$ cat config.mk
export PLATFORM = sky130hd
export DESIGN_NAME = sal_wdata_packer_flat
export DESIGN_NICKNAME = d
export VERILOG_FILES = /design/src/rtl/sal_wdata_packer_if.sv /design/src/rtl/sal_wdata_packer.sv /design/src/flat_wrapper.sv
export SDC_FILE = /design/constraint.sdc
export NUM_CORES = 1
export LEC_CHECK = 0
export CORE_AREA = 2 2 164 166
export CTS_CLUSTER_DIAMETER = 150
export DETAILED_ROUTE_END_ITERATION = 10
export DIE_AREA = 0 0 166 168
export GPL_ROUTABILITY_DRIVEN = 0
export HOLD_SLACK_MARGIN = 0.08
export PLACE_DENSITY = 0.67
export SLEW_MARGIN = 10
export SYNTH_ARGS = -nofsm -noshare
export SYNTH_HDL_FRONTEND = slang
export SYNTH_SLANG_ARGS = --single-unit
$ cat constraint.sdc
create_clock -name clk -period 3.8 [get_ports clk]
set_input_delay 0.76 -clock clk [delete_from_list [all_inputs] [get_ports clk]]
set_output_delay 0.76 -clock clk [all_outputs]
set_load 0.02 [all_outputs]
$ cat src/rtl/sal_wdata_packer_if.sv
// Write-beat input and FIFO write-side bundle for sal_wdata_packer.
// The slave modport is the packer; the master modport is the beat source / FIFO side.
interface sal_wdata_packer_if #(
    parameter int IN_WIDTH  = 32,
    parameter int RATIO_LG2 = 2
);
    localparam int RATIO  = 1 << RATIO_LG2;
    localparam int WORD_W = RATIO + RATIO * IN_WIDTH;

    logic                valid_i;
    logic                ready_o;
    logic [IN_WIDTH-1:0] data_i;
    logic                last_i;
    logic                fifo_full_i;
    logic                fifo_wren_o;
    logic [WORD_W-1:0]   fifo_wdata_o;
    logic                busy_o;

    modport slave (
        input  valid_i, data_i, last_i, fifo_full_i,
        output ready_o, fifo_wren_o, fifo_wdata_o, busy_o
    );

    modport master (
        output valid_i, data_i, last_i, fifo_full_i,
        input  ready_o, fifo_wren_o, fifo_wdata_o, busy_o
    );
endinterface

$ cat src/rtl/sal_wdata_packer.sv
// Packs narrow valid/ready write beats into full-width FIFO words with a per-lane valid mask.
// A single output register decouples assembly from the FIFO; it never writes while the FIFO is full.
module sal_wdata_packer #(
    parameter int IN_WIDTH  = 32,
    parameter int RATIO_LG2 = 2
) (
    input  logic                    clk,
    input  logic                    rst_n,
    sal_wdata_packer_if.slave       bus
);
    localparam int RATIO  = 1 << RATIO_LG2;
    localparam int DATA_W = RATIO * IN_WIDTH;
    localparam int WORD_W = RATIO + DATA_W;
    localparam logic [RATIO_LG2-1:0] LAST_IDX = RATIO_LG2'(RATIO - 1);

    logic [RATIO_LG2-1:0] idx_q,      idx_d;
    logic [DATA_W-1:0]    asm_data_q, asm_data_d;
    logic [RATIO-1:0]     asm_mask_q, asm_mask_d;
    logic                 out_vld_q,  out_vld_d;
    logic [WORD_W-1:0]    out_word_q, out_word_d;

    logic                 ready;
    logic                 wren;
    logic                 accept;
    logic                 complete;
    logic [DATA_W-1:0]    fill_data;
    logic [RATIO-1:0]     fill_mask;

    // ready depends only on the output register and fifo_full_i, never on valid_i.
    assign ready    = ~out_vld_q | ~bus.fifo_full_i;
    assign wren     = out_vld_q & ~bus.fifo_full_i;
    assign accept   = bus.valid_i & ready;
    assign complete = accept & ((idx_q == LAST_IDX) | bus.last_i);

    assign bus.ready_o      = ready;
    assign bus.fifo_wren_o  = wren;
    assign bus.fifo_wdata_o = out_word_q;
    assign bus.busy_o       = out_vld_q | (asm_mask_q != '0);

    always_comb begin
        // NOTE: every variable gets a default first so no path through this block infers a latch.
        idx_d      = idx_q;
        asm_data_d = asm_data_q;
        asm_mask_d = asm_mask_q;
        out_vld_d  = out_vld_q;
        out_word_d = out_word_q;

        fill_data = asm_data_q;
        fill_data[idx_q*IN_WIDTH +: IN_WIDTH] = bus.data_i;
        fill_mask = asm_mask_q;
        fill_mask[idx_q] = 1'b1;

        if (wren) begin
            out_vld_d = 1'b0;
        end

        if (accept) begin
            if (complete) begin
                // A completion in the same cycle as a drain replaces the word and keeps out_vld set.
                out_word_d = {fill_mask, fill_data};
                out_vld_d  = 1'b1;
                idx_d      = '0;
                asm_data_d = '0;
                asm_mask_d = '0;
            end else begin
                idx_d      = idx_q + 1'b1;
                asm_data_d = fill_data;
                asm_mask_d = fill_mask;
            end
        end
    end

    always_ff @(posedge clk or negedge rst_n) begin
        if (!rst_n) begin
            idx_q      <= '0;
            asm_data_q <= '0;
            asm_mask_q <= '0;
            out_vld_q  <= 1'b0;
            out_word_q <= '0;
        end else begin
            // NOTE: non-blocking assignments so every register samples pre-edge values.
            idx_q      <= idx_d;
            asm_data_q <= asm_data_d;
            asm_mask_q <= asm_mask_d;
            out_vld_q  <= out_vld_d;
            out_word_q <= out_word_d;
        end
    end

    no_write_when_full: assert property (@(posedge clk) disable iff (!rst_n)
        !(bus.fifo_wren_o && bus.fifo_full_i));

endmodule

$ cat src/flat_wrapper.sv
// flat-port wrapper written by rule: the top's interface ports become plain ports
module sal_wdata_packer_flat 
#(
    parameter int IN_WIDTH  = 32,
    parameter int RATIO_LG2 = 2
)
  (clk, rst_n, bus_valid_i, bus_data_i, bus_last_i, bus_fifo_full_i, bus_ready_o, bus_fifo_wren_o, bus_fifo_wdata_o, bus_busy_o);
  sal_wdata_packer_if #(.IN_WIDTH(IN_WIDTH), .RATIO_LG2(RATIO_LG2)) bus_i ();
  input  logic clk;
  input  logic rst_n;
  input wire logic [$bits(bus_i.valid_i)-1:0] bus_valid_i;
  input wire logic [$bits(bus_i.data_i)-1:0] bus_data_i;
  input wire logic [$bits(bus_i.last_i)-1:0] bus_last_i;
  input wire logic [$bits(bus_i.fifo_full_i)-1:0] bus_fifo_full_i;
  output wire logic [$bits(bus_i.ready_o)-1:0] bus_ready_o;
  output wire logic [$bits(bus_i.fifo_wren_o)-1:0] bus_fifo_wren_o;
  output wire logic [$bits(bus_i.fifo_wdata_o)-1:0] bus_fifo_wdata_o;
  output wire logic [$bits(bus_i.busy_o)-1:0] bus_busy_o;
  assign bus_i.valid_i = bus_valid_i;
  assign bus_i.data_i = bus_data_i;
  assign bus_i.last_i = bus_last_i;
  assign bus_i.fifo_full_i = bus_fifo_full_i;
  assign bus_ready_o = bus_i.ready_o;
  assign bus_fifo_wren_o = bus_i.fifo_wren_o;
  assign bus_fifo_wdata_o = bus_i.fifo_wdata_o;
  assign bus_busy_o = bus_i.busy_o;
  sal_wdata_packer #(.IN_WIDTH(IN_WIDTH), .RATIO_LG2(RATIO_LG2)) u_core (.clk(clk), .rst_n(rst_n), .bus(bus_i));
endmodule
# Yosys cells after proc, flatten, opt, wreduce, memory -nomap -nowiden
# Index checks and enable logic that the tools add are counted.
# op_classes
n_addsub	2
multipliers	0
div_mod_pow	0
n_lt_le_gt_ge	2
n_eq_ne	1
shifts	2
mux	9
bitwise_logic	9
n_reduce_logical	3
# op_table
cell	n
128-bit bitwise mux	1
128-bit 2-to-1 mux	1
32-bit by 34-bit variable shift with 128-bit output, first input constant	1
32-bit by 34-bit variable part select with 128-bit output	1
7-bit negator with 34-bit output	1
1-bit 2-to-1 mux	4
4-bit 2-to-1 mux	1
4-bit OR	1
4-bit nonzero test	1
1-bit AND	3
2-bit by 3-bit less-than comparator with 1-bit output, second input constant	1
1-bit OR	3
2-bit by 1-bit adder with 2-bit output, second input constant	1
1-bit demux with 2-bit select	1
2-bit == test, second input constant	1
2-bit by 1-bit >= comparator with 1-bit output, second input constant	1
2-bit 2-to-1 mux	1
1-bit inverter	2
2-bit AND reduction	1
1-bit logical AND	1
# totals
regBits	267
latchBits	0
ram_bits	0
mem_bits_ro	0
input_bits	37
mem_count	0

# Logic depth before layout (Yosys ltp)
# logic_depth
word_depth	6
depth_mapped	10
ltp_nobuf	5

# Worst setup path before layout
# Ideal clock, no wire load.
# synth_timing
path_kind	reg-to-reg
start	reg u_core.idx_q[0]
end	reg u_core.asm_data_q[10]
setup_time_ns	0.121
t_arrival_ns	2.206
t_required_ns	3.679
path_slack_ns	1.473
path_stages_with_launch	11
path_buffers	5
period_less_slack_ns	2.327
cell_sequence	dfrtp_1 clkinv_1 clkbuf_1 ha_1 buf_4 and4bb_1 buf_2 and3_1 buf_2 buf_2 a22o_1
# synth_between
elab_chain_len	4
word_cells_on_any_way	8
cone_classes	add/sub: 1; eq/ne: 1; shift: 2; mux: 2; bitwise: 2
# synth_lines
element	line	source
from (decl)	sal_wdata_packer.sv:16	logic [RATIO_LG2-1:0] idx_q, idx_d;
from (signal assigned)	sal_wdata_packer.sv:82	idx_q <= idx_d;
7-bit negator with 34-bit output or 2-bit == test (tied branches)	sal_wdata_packer.sv:49, sal_wdata_packer.sv:33	
32-bit by 34-bit variable part select with 128-bit output (tied with other cells)	sal_wdata_packer.sv:49	fill_data[idx_q*IN_WIDTH +: IN_WIDTH] = bus.data_i;
128-bit bitwise mux or 1-bit AND (tied branches)	sal_wdata_packer.sv:49, sal_wdata_packer.sv:33	
128-bit 2-to-1 mux *	sal_wdata_packer.sv:58	if (complete) begin
to (signal assigned)	sal_wdata_packer.sv:83	asm_data_q <= asm_data_d;
to (decl)	sal_wdata_packer.sv:17	logic [DATA_W-1:0] asm_data_q, asm_data_d;
# Mark *: on every way between the ends. The rest lies on a longest branch, timed or not.
# A chain may end at the register's enable or synchronous reset.

# Worst setup path in the final report
# layout_timing
start	in bus_fifo_full_i
end	out bus_fifo_wren_o
# layout_between
elab_chain_len	2
# layout_lines
element	line	source
from (decl)	flat_wrapper.sv:14	input wire logic [$bits(bus_i.fifo_full_i)-1:0] bus_fifo_full_i;
1-bit inverter	sal_wdata_packer.sv:31	assign wren = out_vld_q & ~bus.fifo_full_i;
1-bit AND	sal_wdata_packer.sv:31	
to (decl)	flat_wrapper.sv:16	output wire logic [$bits(bus_i.fifo_wren_o)-1:0] bus_fifo_wren_o;
# No other way between the ends.

==> impl_metrics.ini <==
[run_status]
outcome = finished clean

[routing]
route.detailed.wl_per_inst_um = 21.5
drtIter0Drc = 883
vias = 9162
wirelength_mm = 33.0
drtPass1Iterations = 5
post_drt_via_cell_ratio = 5.97
drc = 0
postRouteAntennaNets = 0

[worst_setup_path]
setup.worst_path.start = bus_fifo_full_i
r2r-end = u_core.asm_data_q[108]
start_kind = input pin
crit_path_max_fanout = 4
r2r_cells = 8
cp_data_arrival_time_ps = 2020
end_kind = primary output
r2r_slack_ps = 1050
crit_end = bus_fifo_wren_o
rr_startpoint = u_core.idx_q[0]
cp.required_ps = 3040
criticalPathCategory = input pin to primary output

[cts]
ctsResizeCount = 0
cts_sinks = 267
clkTransAtPathRegs_ps = 60
clk_latency_ps = 540
numCtsBuffers = 28
root_buffer = clkbuf_16
post_cts_buffers = 0
cts-htree-levels = 1
cts_hold_buf = 0
cts_tree = yes
cts_max_path_buffers = 3

[yosys]
synth.distinct_cells = 30
synth_fp_nets = 1120
synth_top_area_share_pct = 57.9
syn_area_mm2 = 0.0115
yosysTopAreaCell = dfrtp_1
synthCells = 1075
yosysWarnings = 0
syn_avg_cell_area_um2 = 10.7
ys_ff_latch = 267
yosysMostFrequentCell = a21oi_1
synth_common_cells = a21oi_1, dfrtp_1, a22o_1
synthTopCellsByArea = dfrtp_1, a21oi_1, a22o_1
synthArstFlopShare_pct = 100
yosysSeqAreaShare_pct = 57.9
dominantRegCellSynth = dfrtp_1
synth_edf_count = 0

[final_layout]
fin_cells = 1534
drive_above_1_share_pct = 7.21
layout.nets = 1217
finalCoreUtilization_pct = 54.0
nFillCells = 2318
fin_area_mm2 = 0.0142
n_antenna_cell = 0
areaGrowthSynthToFinish_pct = 23.3

[power]
seq_power_share_pct = 41.0
combPwrFrac_pct = 27.1
internal_power_mw = 5.87
p_clk_share_pct = 31.9
power.total_mw = 8.68
sw_frac_of_total_pct = 32.3
p_sw_mw = 2.80
power_per_cell_area_mw_per_mm2 = 610
ir_drop_mv = 0.342
p_leak_nw = 6.13

[grt]
grt_use_total_pct = 23.3
grt_pass1_wl_mm = 52.9
grt_antenna_before_repair = 0
gr-total-overflow = 0
grt_max_degree = 132
grt_pass1_vias = 9040

[timing]
finClkSkew_ps = 10.2
fin_crit_sh_pct = 73.2
report.final.slew_viol_count = 0
finalHoldViolCount = 0
setup_tns_ps = 0
whs_ps = 224
maxSlewHeadroom_pct = 21.9
fin_crit_ps = 2780
worst_pin_slew_ps = 1170
worst_slack_ps = 1020
rsz0062_at_grt = false
max_freq_mhz = 359
setup_violations = 0

[place]
place_inst = 1483
dpl_cell_area_mm2 = 0.0133
port_buffers = 171
dp_hpwl_mm = 20.3
dp_slack_ps = 822

[die]
ios = 172
fp.dieW_um = 166
start_util_pct = 43.8
core.rowCount = 60
die-area_mm2 = 0.0279
die_y_um = 168
coreArea_mm2 = 0.0264

[worst_hold_path]
hold_path_class = input pin to asynchronous set/reset pin

[flow_run]
drv_cap = 0
-- critical path, stage by stage --
cell             delay, ps
clkdlybuf4s50_1        500
nor2b_1                150
clkdlybuf4s50_1        610
-- cell families (layout without fill, tap and decap cells) --
family          after synthesis  in the layout  synth area share, %
fa+ha+maj                     8              8                0.867
flops                       267            267                 57.9
compound gates              526            526                 28.0
buf+inv                     138            256                 6.19
simple gates                136            136                 7.05
-- flip-flops by register name, summed over array words and instances, names as in the netlist --
signal                   flops
u_core.out_vld_q             1
u_core.idx_q                 2
u_core.asm_data_q          128
u_core.asm_mask_q            4
u_core.bus.fifo_wdata_o    132
-- layer usage --
| layer | up-vias | track usage (%) | share of wire (%) |
|---|---|---|---|
| met5 | - | 0 | 0 |
| li1 | 4082 | - | - |
| met3 | 46 | 3.41 | 5.8 |
| met1 | 4687 | 35.1 | 47 |
| met2 | 347 | 35.7 | 45 |
| met4 | 0 | 5.82 | 2.0 |
-- cell usage in the layout, fill, tap and decap left out, drive strengths merged, types with 2 or more instances in the layout --
| cell type | instances |
|---|---|
| o21ai | 14 |
| buf | 32 |
| nand3 | 7 |
| a32oi | 27 |
| ha | 8 |
| dfrtp | 267 |
| inv | 2 |
| bufinv | 2 |
| and3 | 3 |
| clkinv | 7 |
| nor4bb | 2 |
| nor2b | 99 |
| clkbuf | 43 |
| nor2 | 10 |
| nand2 | 9 |
| a22o | 128 |
| a21oi | 350 |
| clkdlybuf4s50 | 170 |
| a31oi | 5 |
-- power by group through the flow --
stage / logic [mW] / registers [mW] / clock network [mW]
2_1_floorplan: 0.843 / 3.93 / 0
3_3_place_gp: 2.33 / 3.60 / 0
3_5_place_dp: 2.36 / 3.59 / 0
4_1_cts: 2.37 / 3.55 / 2.80
5_1_grt: 2.53 / 3.60 / 2.91
6_report: 2.35 / 3.56 / 2.77
-- worst min path at each step --
stage | from | end | slack, ps | cells past startpoint
6_report | rst_n | u_core.asm_data_q[64] | 220 | 1
4_1_cts | rst_n | u_core.asm_data_q[35] | 250 | 1
5_1_grt | rst_n | u_core.asm_data_q[64] | 280 | 1
3_3_place_gp | u_core.asm_data_q[27] | u_core.asm_data_q[27] | 480 | 1
3_5_place_dp | u_core.asm_data_q[112] | u_core.asm_data_q[112] | 480 | 1
2_1_floorplan | rst_n | u_core.asm_data_q[0] | 460 | 0
-- layout make-up --
cell class | count | area, µm² | share of cell area [%]
clock buffer | 43 | 838 | 5.89
clock inverter | 8 | 90.1 | 0.633
inverter | 3 | 11.3 | 0.0791
multi-input combinational | 670 | 4210 | 29.6
sequential | 267 | 6680 | 46.9
tap | 341 | 427 | 3.00
timing repair buffer | 202 | 1970 | 13.9
(Power assumes the default switching activity.)
